## src/rtl/rf_arb_pkg.sv

```systemverilog
//------------------------------------------------------------------------------
// Module   : rf_arb_pkg
// Purpose  : Shared constants and helper functions for the register-file
//            write arbiter.
// Revision : 1.0 - initial release
//------------------------------------------------------------------------------
`default_nettype none

package rf_arb_pkg;

  localparam int RF_AW   = 5;
  localparam int RF_DW   = 32;
  localparam int RF_NREG = 32;

  // Ceiling log2; callers clamp the result to at least one bit.
  function automatic int clog2(input int n);
    int r;
    r = 0;
    for (int v = 1; v < n; v = v * 2) begin
      r = r + 1;
    end
    return r;
  endfunction

  function automatic logic [RF_NREG-1:0] decode5to32(input logic [RF_AW-1:0] a);
    logic [RF_NREG-1:0] d;
    d    = '0;
    d[a] = 1'b1;
    return d;
  endfunction

endpackage

`default_nettype wire

```

## src/rtl/rf_arb_rr_pick.sv

```systemverilog
//------------------------------------------------------------------------------
// Module   : rf_arb_rr_pick
// Purpose  : Combinational round-robin picker. Scans from ptr upward with
//            wrap modulo NREQ and returns a one-hot grant plus the winner index.
// Revision : 1.0 - initial release
//------------------------------------------------------------------------------
`default_nettype none

module rf_arb_rr_pick
  import rf_arb_pkg::*;
#(
  parameter int NREQ = 3,
  parameter int PW   = 2
) (
  input  logic [NREQ-1:0] req,
  input  logic [PW-1:0]   ptr,
  input  logic            freeze,
  output logic [NREQ-1:0] gnt,
  output logic [PW-1:0]   winner,
  output logic            any
);

  // One extra bit so ptr + offset never overflows before the wrap.
  localparam logic [PW:0] c_nreq = (PW+1)'(NREQ);

  logic [PW:0] w_pos;

  always_comb begin
    gnt    = '0;
    winner = '0;
    any    = 1'b0;
    w_pos  = '0;
    if (!freeze) begin
      for (int k = 0; k < NREQ; k++) begin
        w_pos = {1'b0, ptr} + (PW+1)'(k);
        if (w_pos >= c_nreq) begin
          w_pos = w_pos - c_nreq;
        end
        for (int i = 0; i < NREQ; i++) begin
          if (!any && (w_pos == (PW+1)'(i)) && req[i]) begin
            any    = 1'b1;
            gnt[i] = 1'b1;
            winner = PW'(i);
          end
        end
      end
    end
  end

endmodule

`default_nettype wire

```

## src/rtl/rf_write_arbiter.sv

```systemverilog
//------------------------------------------------------------------------------
// Module   : rf_write_arbiter
// Purpose  : Round-robin arbiter sharing the single register-file write port.
//            Registers the winner and drives a one-hot LOAD vector.
//            Option macro: RF_ARB_R0_GUARD_EN (suppress LOAD for register 0).
// Revision : 1.0 - initial release
//------------------------------------------------------------------------------
`default_nettype none

module rf_write_arbiter
  import rf_arb_pkg::*;
#(
  parameter int NREQ = 3
) (
  input  logic                  clk,
  input  logic                  reset,
  input  logic [NREQ-1:0]       req,
  input  logic [NREQ*RF_AW-1:0] addr,
  input  logic [NREQ*RF_DW-1:0] data,
  input  logic                  freeze,
  output logic [NREQ-1:0]       gnt,
  output logic [RF_NREG-1:0]    load,
  output logic [RF_AW-1:0]      waddr,
  output logic [RF_DW-1:0]      wdata,
  output logic                  wvalid
);

  localparam int PW = (clog2(NREQ) < 1) ? 1 : clog2(NREQ);
  localparam logic [PW-1:0] c_last = PW'(NREQ - 1);

  logic [PW-1:0]      r_ptr;
  logic [NREQ-1:0]    w_gnt_raw;
  logic [PW-1:0]      w_win;
  logic               w_any;
  logic               w_accept;
  logic [RF_AW-1:0]   w_win_addr;
  logic [RF_DW-1:0]   w_win_data;
  logic [RF_NREG-1:0] w_load_next;
  logic [PW-1:0]      w_ptr_next;

  rf_arb_rr_pick #(
    .NREQ (NREQ),
    .PW   (PW)
  ) u_pick (
    .req    (req),
    .ptr    (r_ptr),
    .freeze (freeze),
    .gnt    (w_gnt_raw),
    .winner (w_win),
    .any    (w_any)
  );

  // Grants are masked combinationally while reset is asserted.
  assign gnt      = reset ? '0 : w_gnt_raw;
  assign w_accept = w_any & ~reset;

  always_comb begin
    w_win_addr = '0;
    w_win_data = '0;
    for (int i = 0; i < NREQ; i++) begin
      if (w_gnt_raw[i]) begin
        w_win_addr = addr[i*RF_AW +: RF_AW];
        w_win_data = data[i*RF_DW +: RF_DW];
      end
    end
  end

`ifdef RF_ARB_R0_GUARD_EN
  assign w_load_next = (w_win_addr == '0) ? '0 : decode5to32(w_win_addr);
`else
  assign w_load_next = decode5to32(w_win_addr);
`endif

  assign w_ptr_next = (w_win == c_last) ? '0 : (w_win + PW'(1));

  always_ff @(posedge clk or posedge reset) begin
    if (reset) begin
      r_ptr  <= '0;
      load   <= '0;
      waddr  <= '0;
      wdata  <= '0;
      wvalid <= 1'b0;
    end else if (w_accept) begin
      r_ptr  <= w_ptr_next;
      load   <= w_load_next;
      waddr  <= w_win_addr;
      wdata  <= w_win_data;
      wvalid <= 1'b1;
    end else begin
      load   <= '0;
      wvalid <= 1'b0;
    end
  end

endmodule

`default_nettype wire

```

## config.mk

```make
export PLATFORM = sky130hd
export DESIGN_NAME = rf_write_arbiter
export DESIGN_NICKNAME = d
export VERILOG_FILES = /design/src/rtl/rf_arb_pkg.sv /design/src/rtl/rf_arb_rr_pick.sv /design/src/rtl/rf_write_arbiter.sv
export SDC_FILE = /design/constraint.sdc
export NUM_CORES = 1
export LEC_CHECK = 0
export BUFFER_PORTS_ARGS = -buffer_cell sky130_fd_sc_hd__buf_4
export CAP_MARGIN = 40
export CORE_MARGIN = 5
export CORE_UTILIZATION = 49
export CTS_BUF_LIST = sky130_fd_sc_hd__clkbuf_2 sky130_fd_sc_hd__clkbuf_4 sky130_fd_sc_hd__clkbuf_8
export CTS_CLUSTER_SIZE = 30
export DETAILED_ROUTE_END_ITERATION = 16
export GPL_ROUTABILITY_DRIVEN = 0
export GPL_TIMING_DRIVEN = 1
export PLACE_DENSITY = 0.87
export SLEW_MARGIN = 30
export SYNTH_ARGS = -nofsm -noshare
export SYNTH_HDL_FRONTEND = slang
export SYNTH_SLANG_ARGS = --single-unit
```

## constraint.sdc

```tcl
create_clock -name clk -period 6.3 [get_ports clk]
set_input_delay 0.63 -clock clk [delete_from_list [all_inputs] [get_ports clk]]
set_output_delay 0.63 -clock clk [all_outputs]
set_load 0.05 [all_outputs]
```

==> results of run 1 <==
[kinds of logic after synthesis]
| family | after synthesis |
|---|---|
| mux | 1 |
| buf+inv | 35 |
| fa+ha+maj | 3 |
| simple gates | 103 |
| flops | 72 |
| compound gates | 132 |
[report_power, final]
group          switching (mW)  internal [mW]  total (mW)  leakage [nW]
registers              0.0780          0.595       0.673         0.973
clock network           0.182          0.268       0.450         0.125
logic                   0.931          0.459        1.39          1.50
total                    1.19           1.32        2.51          2.60
[registers in the layout, indices dropped and copies added (netlist names)]
name,flops
r_ptr,2
load,32
waddr,5
wdata,32
wvalid,1
[worst min-delay path, stage by stage]
cell and delay (ps):
buf_4 130, inv_2 40, buf_4 350
[cells in the mapped netlist]
cell	instances	area, um2
o31a_1	1	8.76
a21oi_1	6	30.0
and3_1	5	31.3
nand2_1	41	154
nand3_1	4	20.0
nand3b_1	5	37.5
a311o_1	2	20.0
a311oi_1	1	8.76
o21ba_1	1	10.0
and4b_1	1	10.0
a221oi_1	1	8.76
clkbuf_1	19	71.3
buf_2	4	20.0
or2_1	1	6.26
a21boi_1	1	7.51
nor4b_1	1	8.76
nor2_1	34	128
a2bb2oi_1	1	8.76
a222oi_1	1	10.0
o31ai_2	1	12.5
buf_1	1	3.75
mux2_2	1	11.3
o211ai_1	2	15.0
a221oi_2	1	15.0
a21o_1	3	22.5
a221o_1	34	340
o221ai_1	1	8.76
nor3_1	4	20.0
dfrtp_1	72	1800
buf_6	3	33.8
nor2b_1	1	6.26
nand2b_1	5	31.3
ha_1	3	37.5
o32ai_1	2	17.5
and2_4	1	8.76
o2111a_1	1	11.3
o21ai_0	71	355
inv_1	8	30.0
o221a_1	1	11.3
[metrics by stage]
| stage | instance area (um2) | util [%] | hold slack, ps | setup WS, ps |
|---|---|---|---|---|
| CTS | 5110 | 75.6 | 489 | 3100 |
| global placement | 4830 | 71.5 | 464 | 3310 |
| detailed placement | 4860 | 71.9 | 471 | 3490 |
| finish | 5130 | 75.9 | 388 | 3100 |
| floorplan | 3390 | - | 507 | 3150 |
| global route | 5130 | 75.9 | 413 | 2900 |
[layer usage]
| layer | up-vias | part of all wire [%] | routed length [um] |
|---|---|---|---|
| met1 | 1588 | 39 | 4110 |
| met2 | 203 | 51 | 5380 |
| met3 | 31 | 8.1 | 857 |
| met4 | 0 | 2.7 | 286 |
| li1 | 1627 | - | - |
| met5 | - | 0 | 0 |
[area by class of cell]
type	count	area [um2]	share of cell area, %
repair buffers	195	1500	29.2
clock buffers	9	124	2.42
inverters	8	30.0	0.586
well taps	80	100	1.95
flip-flops and latches	72	1800	35.1
multi-input cells	239	1450	28.3
clock inverters	7	125	2.44
[worst paths after layout]
| kind | startpoint | end | cells past startpoint |
|---|---|---|---|
| setup / recovery | r_ptr[0] | gnt[2] | 7 |
| hold / removal | reset | wdata[26] | 3 |
| setup reg to reg | r_ptr[1] | load[9] | 8 |
| hold reg to reg | wdata[11] | wdata[11] | 2 |
| max in group asynchronous | reset | wdata[4] | 4 |
| min in group clk | wdata[11] | wdata[11] | 2 |
==> impl_results.md, run 1 <==
- CP Launch Type: flip-flop
- Hold Crit Class: in2async
- DIE WIDTH: 93.2 um
- Power Density: 490 nW/um2
- Gr ovfl total: 0
- Status: finished clean
- TritonRoute pass-1 iters: 4
- CTS Hold Bufs: 0
- Flops & latches, synth: 72
- Initial antenna violation count: 0
- First-pass GRT wire length: 16100 um
- Clk Latency, worst-skew pair: 350 ps
- Die height: 93.2 um
- Measured slew at the worst slew-check pin: 729 ps
- Final Hold Viols: 0
- Most frequent cells in the layout: buf_4 (193), dfrtp_1 (72), o21ai_0 (71)
- Post-cts sizing count: 0
- Ant diodes: 0
- Max Freq: 0.313 GHz
- Setup-failing EPs final: 0
- Port Buf Inserts: 189
- Routing usage on met3: 5.47%
- Vias in the first global route: 3369
- Clock Pin Slew Worst Setup and Hold Paths: 80 ps
- Reg2reg setup slack: 3460 ps
- Critical path peak fanout: 26
- Max VDD drop: 0.358 mV
- Synthesized area: 3390 um2
- Top delay family on crit path: buffers and inverters
- H-tree Lvls: 3
- WP data arrival: 2570 ps
- Antenna Nets Post-Route: 0
- CP Data Required Time: 5670 ps
- CP cell instances: inv_1, ha_1, or2_1, o221ai_2, buf_4, nor2_1, buf_4
- CP peak stage delay: 490 ps
- Vias per cell: 5.65
- Relative slew margins: 51.4%
- Clk_skew: 5.09 ps
- Mapped Cells: 346
- GRT Max-Usage Layer: met2
- Post-route insts no fill: 610
- Setup TNS: 0 ps
- Post-synthesis xor/xnor area fraction: 0%
- P_leak: 2.60 nW
- Core ar.: 6760 um2
- Slew Viols, Final: 0
- Fillers: 488
- DP Wirelength: 8270 um
- Kind of end point of the critical path: primary output
- Buffers & Inverters on Critical Path: 3
- Pin count of the biggest net entering global routing: 73
- Share of layout cells above drive strength 1: 41.3%
- Routed WL: 10600 um
- Syn_nets: 466
- Yosys Warn Count: 0
- Clock Sinks: 72
- Combinational family with the most area after synthesis: compound AO/OA/AOI/OAI gates
- Setup CP Type: reg2out
- Mux contribution to synthesized area: 0.332%
- Post-synthesis adder-cell area fraction: 1.11%
- Met1 Use GR: 29.1%
- Total CTS buffers: 9
- Clock buffer depth: 2
- Max cap viols: 0
- Initial Utilization: 50.2%
- TritonCTS clock tree: yes
- DP Cell Count: 593
- Via count: 3449
- Seq/Total Area, Yosys: 53.1%
- Synth Area in Simple Gates: 13.6%
- CP dominant cell by count: buf_4
- Yosys cell types: 39
- Root buf cell: clkbuf_8
- Total setup buffers inserted after CTS: 0
- Die Area: 8690 um2
- Post-route minimum period: 3200 ps
- Crit share post-route: 50.7%
- Slowest-stage cell, CP: o221ai_2
- GRT Overall Usage: 24.0%
- WL/cell: 17.4 um
- RSZ-0062 raised after global routing: no
- IO Count: 190
- Area delta synth->final: 51.1%
- Synth Area in Compound Gates: 27.2%
- Nets: 645
- Row Count: 30
- Initial DRC count: 121
- Grt met2 use: 40.6%
- Power Total: 2.51 mW
- Commonest non-fill, non-tap cell in the layout: buf_4
- DRC errors left: 0
- Mean Syn Cell Area: 9.81 um2
Power figures use the tool's default switching activity.
==> run 2, diff against run 1 <==
--- a/config.mk
+++ b/config.mk
@@ -8,13 +8,13 @@
 export BUFFER_PORTS_ARGS = -buffer_cell sky130_fd_sc_hd__buf_4
 export CAP_MARGIN = 40
 export CORE_MARGIN = 5
-export CORE_UTILIZATION = 49
+export CORE_UTILIZATION = 41
 export CTS_BUF_LIST = sky130_fd_sc_hd__clkbuf_2 sky130_fd_sc_hd__clkbuf_4 sky130_fd_sc_hd__clkbuf_8
 export CTS_CLUSTER_SIZE = 30
 export DETAILED_ROUTE_END_ITERATION = 16
 export GPL_ROUTABILITY_DRIVEN = 0
 export GPL_TIMING_DRIVEN = 1
-export PLACE_DENSITY = 0.87
+export PLACE_DENSITY = 0.78
 export SLEW_MARGIN = 30
 export SYNTH_ARGS = -nofsm -noshare
 export SYNTH_HDL_FRONTEND = slang
==> constraint.sdc (replaced) <==
create_clock -name clk -period 2.7 [get_ports clk]
set_input_delay 0.27 -clock clk [delete_from_list [all_inputs] [get_ports clk]]
set_output_delay 0.27 -clock clk [all_outputs]
set_load 0.05 [all_outputs]
==> run 2 against run 1 <==
Combinational power grew 130%. Worst setup slack got worse by 3000 ps. Clock skew rose by 6.4 ps. Non-clock buffer count up 5. Sequential power rose by 130%. Sequential share of layout area is 0.068 points lower. Power up 130%. Cell count increased by 4.9%. Critical endpoint unchanged. Largest power group unchanged.
==> impl_results.md, run 2 (synthesis results as in run 1) <==
- CP Data Required Time: 2430 ps
- Setup TNS: 0 ps
- RSZ-0062 raised after global routing: no
- Part of the power in registers: 27.5%
- Post-route insts no fill: 640
- Final Hold Viols: 0
- Clk_skew: 11.5 ps
- DRC errors left: 0
- WP data arrival: 2280 ps
- Fillers: 693
- Antenna Nets Post-Route: 0
- Clock buffer depth: 2
- WHS: 219 ps
- DP Wirelength: 8440 um
- Area delta synth->final: 51.4%
- Initial Utilization: 41.7%
- Via count: 3374
- Power Density: 1110 nW/um2
- DIE WIDTH: 101 um
- WL/cell: 16.9 um
- Die Area: 10200 um2
- Root buf cell: clkbuf_8
- Nets: 650
- Critical path peak fanout: 28
- Switch share: 48.4%
- Vias in the first global route: 3365
- Initial DRC count: 123
- Measured slew at the worst slew-check pin: 452 ps
- Commonest non-fill, non-tap cell in the layout: buf_4
- Routed WL: 10800 um
- Total CTS buffers: 9
- Share of layout cells above drive strength 1: 42.2%
- Clock Sinks: 72
- Vias per cell: 5.27
- Gr ovfl total: 0
- Max Freq: 0.392 GHz
- Internal: 2.93 mW
- Kind of end point of the critical path: primary output
- Status: finished clean
- H-tree Lvls: 3
- Place WS: 37.9 ps
- Ant diodes: 0
- TritonCTS clock tree: yes
- Die height: 101 um
- Setup CP Type: reg2out
- Pin count of the biggest net entering global routing: 57
- Worst setup margin: 150 ps
- Crit share post-route: 94.4%
- Row Count: 33
- Max VDD drop: 0.763 mV
- TritonRoute pass-1 iters: 4
- P_leak: 2.59 nW
- Max cap viols: 0
- Port Buf Inserts: 189
- GRT Overall Usage: 20.9%
- Relative slew margins: 69.8%
- Clk Latency, worst-skew pair: 350 ps
- Comb pwr share: 57.4%
- Slew Viols, Final: 0
- DP Cell Count: 623
- Clock Pin Slew Worst Setup and Hold Paths: 80 ps
- IO Count: 190
- Post-route minimum period: 2550 ps
- Reg2reg setup slack: 150 ps
- Most frequent cells in the layout: buf_4 (198), dfrtp_1 (72), o21ai_0 (71)
- Total setup buffers inserted after CTS: 0
- Initial antenna violation count: 0
- First-pass GRT wire length: 16500 um
- CP Launch Type: flip-flop
- Hold Crit Class: in2reg
- Largest registers: load (32), wdata (32), waddr (5)
- Switching power: 2.75 mW
- Core ar.: 8130 um2
- Final Core Density: 63.2%
- Setup-failing EPs final: 0
- Clock share of power: 15.1%
[run 2: changes by cell type in the layout (fill, tap and decap cells not counted), moves of 2 or more]
cell / delta
inv_6: -4
buf_4: +5
clkinv_2: +2
bufinv_16: -2
[run 2: metal layers]
layer | global-route usage [%] | vias to the layer above | share of wire (%)
met5 | 0 | - | 0
met4 | 6.03 | 0 | 1.5
met3 | 6.99 | 14 | 9.4
met2 | 36.8 | 165 | 50
met1 | 24.1 | 1559 | 39
li1 | - | 1636 | -
[run 2: final timing paths]
check                           startpoint         to  depth (start not counted)
worst max-delay path              r_ptr[0]     gnt[2]                          7
worst min-delay path              data[76]  wdata[12]                          3
worst max register to register    r_ptr[0]   load[30]                          8
worst min register to register   wdata[12]  wdata[12]                          2
max in group asynchronous            reset   load[15]                          4
min in group asynchronous            reset   r_ptr[0]                          3
[run 2: power groups by stage]
stage,Clock (mW),Sequential (mW),Combinational [mW]
after global routing,0.925,1.61,3.50
after detailed placement,0,1.58,3.27
after floorplan,0,2.60,1.23
after global placement,0,1.57,3.22
final,0.859,1.57,3.26
after CTS,0.876,1.57,3.27
[run 2: critical path: stages (launching register included)]
cell,delay [ps]
dfrtp_1,390
inv_1,70
ha_1,360
or2_1,300
o221ai_2,290
buf_6,280
nor2_1,60
buf_4,190
[run 2: what timing repair did]
item                                    in CTS  in global routing
gates resized for setup                      0                  4
endpoints found under the hold margin       16                  0
endpoints found under the setup margin       0                 31
hold buffers                                 1                  0
[run 2: through the flow]
step / total power [mW] / cell area, um2
6_report: 5.69 / 5140
3_3_place_gp: 4.80 / 4910
4_1_cts: 5.72 / 5120
3_5_place_dp: 4.85 / 4910
2_1_floorplan: 3.82 / 3400
5_1_grt: 6.03 / 5140
[run 2: final cells by class]
class	count	area [um2]	area share [%]
clock buffer	11	145	2.83
clock inverter	5	56.3	1.10
inverter	8	30.0	0.585
multi-input combinational	239	1470	28.5
sequential	72	1800	35.1
tap	105	131	2.56
timing repair buffer	200	1510	29.3
==> run 3, diff against run 2 <==
--- a/config.mk
+++ b/config.mk
@@ -13,8 +13,9 @@
 export CTS_CLUSTER_SIZE = 30
 export DETAILED_ROUTE_END_ITERATION = 16
 export GPL_ROUTABILITY_DRIVEN = 0
-export GPL_TIMING_DRIVEN = 1
+export GPL_TIMING_DRIVEN = 0
 export PLACE_DENSITY = 0.78
+export RECOVER_POWER = 25
 export SLEW_MARGIN = 30
 export SYNTH_ARGS = -nofsm -noshare
 export SYNTH_HDL_FRONTEND = slang
==> run 3 against run 2 <==
Wire length grew 5.3%. Non-clock buffer count grew 22. Combinational power grew 4%. Sequential share of layout area shrank 0.74 points. Largest cell class unchanged.
==> impl_results.md, run 3 (synthesis results as in run 1) <==
- Die height: 101 um
- Gr ovfl total: 0
- Status: finished clean
- Kind of end point of the critical path: primary output
- Critical path peak fanout: 10
- Die Area: 10200 um2
- CP cell instances: inv_1, ha_2, or2_1, o221ai_2, buf_6, clkbuf_4, nor2_1, buf_4
- Final Hold Viols: 0
- Total CTS buffers: 9
- Fillers: 702
- Relative slew margins: 5.45%
- Via count: 3491
- Vias in the first global route: 3577
- Crit share post-route: 94.7%
- Measured slew at the worst slew-check pin: 1410 ps
- Power Total: 5.84 mW
- P_leak: 2.63 nW
- Top delay family on crit path: buffers and inverters
- TritonRoute pass-1 iters: 4
- Hold Crit Class: in2reg
- Power Density: 1110 nW/um2
- GRT Overall Usage: 22.4%
- Setup CP Type: reg2out
- Setup TNS: 0 ps
- Core ar.: 8130 um2
- Buffers & Inverters on Critical Path: 4
- Initial Utilization: 41.7%
- Vias per cell: 5.27
- Max Freq: 0.391 GHz
- First-pass GRT wire length: 17800 um
- Port Buf Inserts: 189
- Nets: 672
- Worst setup margin: 142 ps
- Clk Latency, worst-skew pair: 350 ps
- Row Count: 33
- Slew Viols, Final: 0
- Place WS: -186 ps
- WL/cell: 17.2 um
- CP peak stage delay: 410 ps
- Largest registers: load (32), wdata (32), waddr (5)
- Clock Pin Slew Worst Setup and Hold Paths: 80 ps
- Clk_skew: 8.34 ps
- DP Wirelength: 9020 um
- IO Count: 190
- Max VDD drop: 0.717 mV
- Post-route minimum period: 2560 ps
- Clock buffer depth: 2
- H-tree Lvls: 3
- Clock Sinks: 72
- Most frequent cells in the layout: buf_4 (193), dfrtp_1 (72), o21ai_0 (71)
- Area delta synth->final: 54.6%
- Ant diodes: 0
- CP Launch Type: flip-flop
- Share of layout cells above drive strength 1: 41.5%
- RSZ-0062 raised after global routing: yes
- Routed WL: 11400 um
- DRC errors left: 0
- Pin count of the biggest net entering global routing: 39
- DIE WIDTH: 101 um
- Root buf cell: clkbuf_8
- Initial antenna violation count: 0
- WHS: 221 ps
- Setup-failing EPs final: 0
- Max cap viols: 0
- Initial DRC count: 115
- WP data arrival: 2290 ps
- Antenna Nets Post-Route: 0
- CP Data Required Time: 2430 ps
- Slowest-stage cell, CP: dfrtp_1
- Commonest non-fill, non-tap cell in the layout: buf_4
- TritonCTS clock tree: yes
==> run 3: cell count changes in the layout (fill, tap and decap cells not counted), sizes merged <==
cell	previous run	this run
clkbuf	11	28
buf	199	202
inv	8	10
clkinv	3	2
clkinvlp	1	2
==> run 3: area by class of cell <==
cell class	instances	area, um2	area share [%]
Sequential cell	72	1800	34.3
Multi-Input combinational cell	239	1480	28.2
Timing Repair Buffer	195	1460	27.9
Buffer	27	140	2.67
Tap cell	105	131	2.50
Clock buffer	9	124	2.36
Clock inverter	7	77.6	1.48
Inverter	8	31.3	0.596
==> run 3: worst paths after layout <==
check                          start   endpoint  slack [ps]  depth (start not counted)
max                         r_ptr[0]     gnt[2]         140                          8
min                         data[86]  wdata[22]         220                          3
max reg2reg                 r_ptr[0]   load[12]         150                          9
min reg2reg                wdata[14]  wdata[14]         480                          2
max in group asynchronous      reset   wdata[0]         440                          4
min in group asynchronous      reset     wvalid         820                          3
==> run 3: what timing repair did <==
item	4_1_cts	5_1_grt
pin swaps	1	1
gates resized for setup	5	8
setup buffers	2	2
setup endpoints to repair	24	38
hold endpoints to repair	34	0
hold buffers	1	0
==> run 3: metrics by stage <==
stage                     std cells  area (um2)  utilization, %
after floorplan                 346        3400               -
after global placement          640        4950            60.9
after detailed placement        641        4970            61.1
after CTS                       660        5220            64.2
after global routing            662        5250            64.5
final                           662        5250            64.5
==> run 3: power by group <==
| group | switching, mW | internal, mW |
|---|---|---|
| Sequential | 0.182 | 1.39 |
| Clock | 0.439 | 0.436 |
| Combinational | 2.24 | 1.15 |
==> run 3: per-layer routing <==
layer | vias up | part of all wire (%) | global-route usage, %
met3 | 25 | 9.3 | 6.57
met2 | 194 | 50 | 37.5
met4 | 0 | 2.4 | 8.79
met1 | 1593 | 38 | 27.1
li1 | 1679 | - | -
met5 | - | 0 | 0
==> run 3: tightest hold or removal path, stage by stage <==
cell	delay, ps
buf_4	70
o21ai_0	60
o21ai_0	130
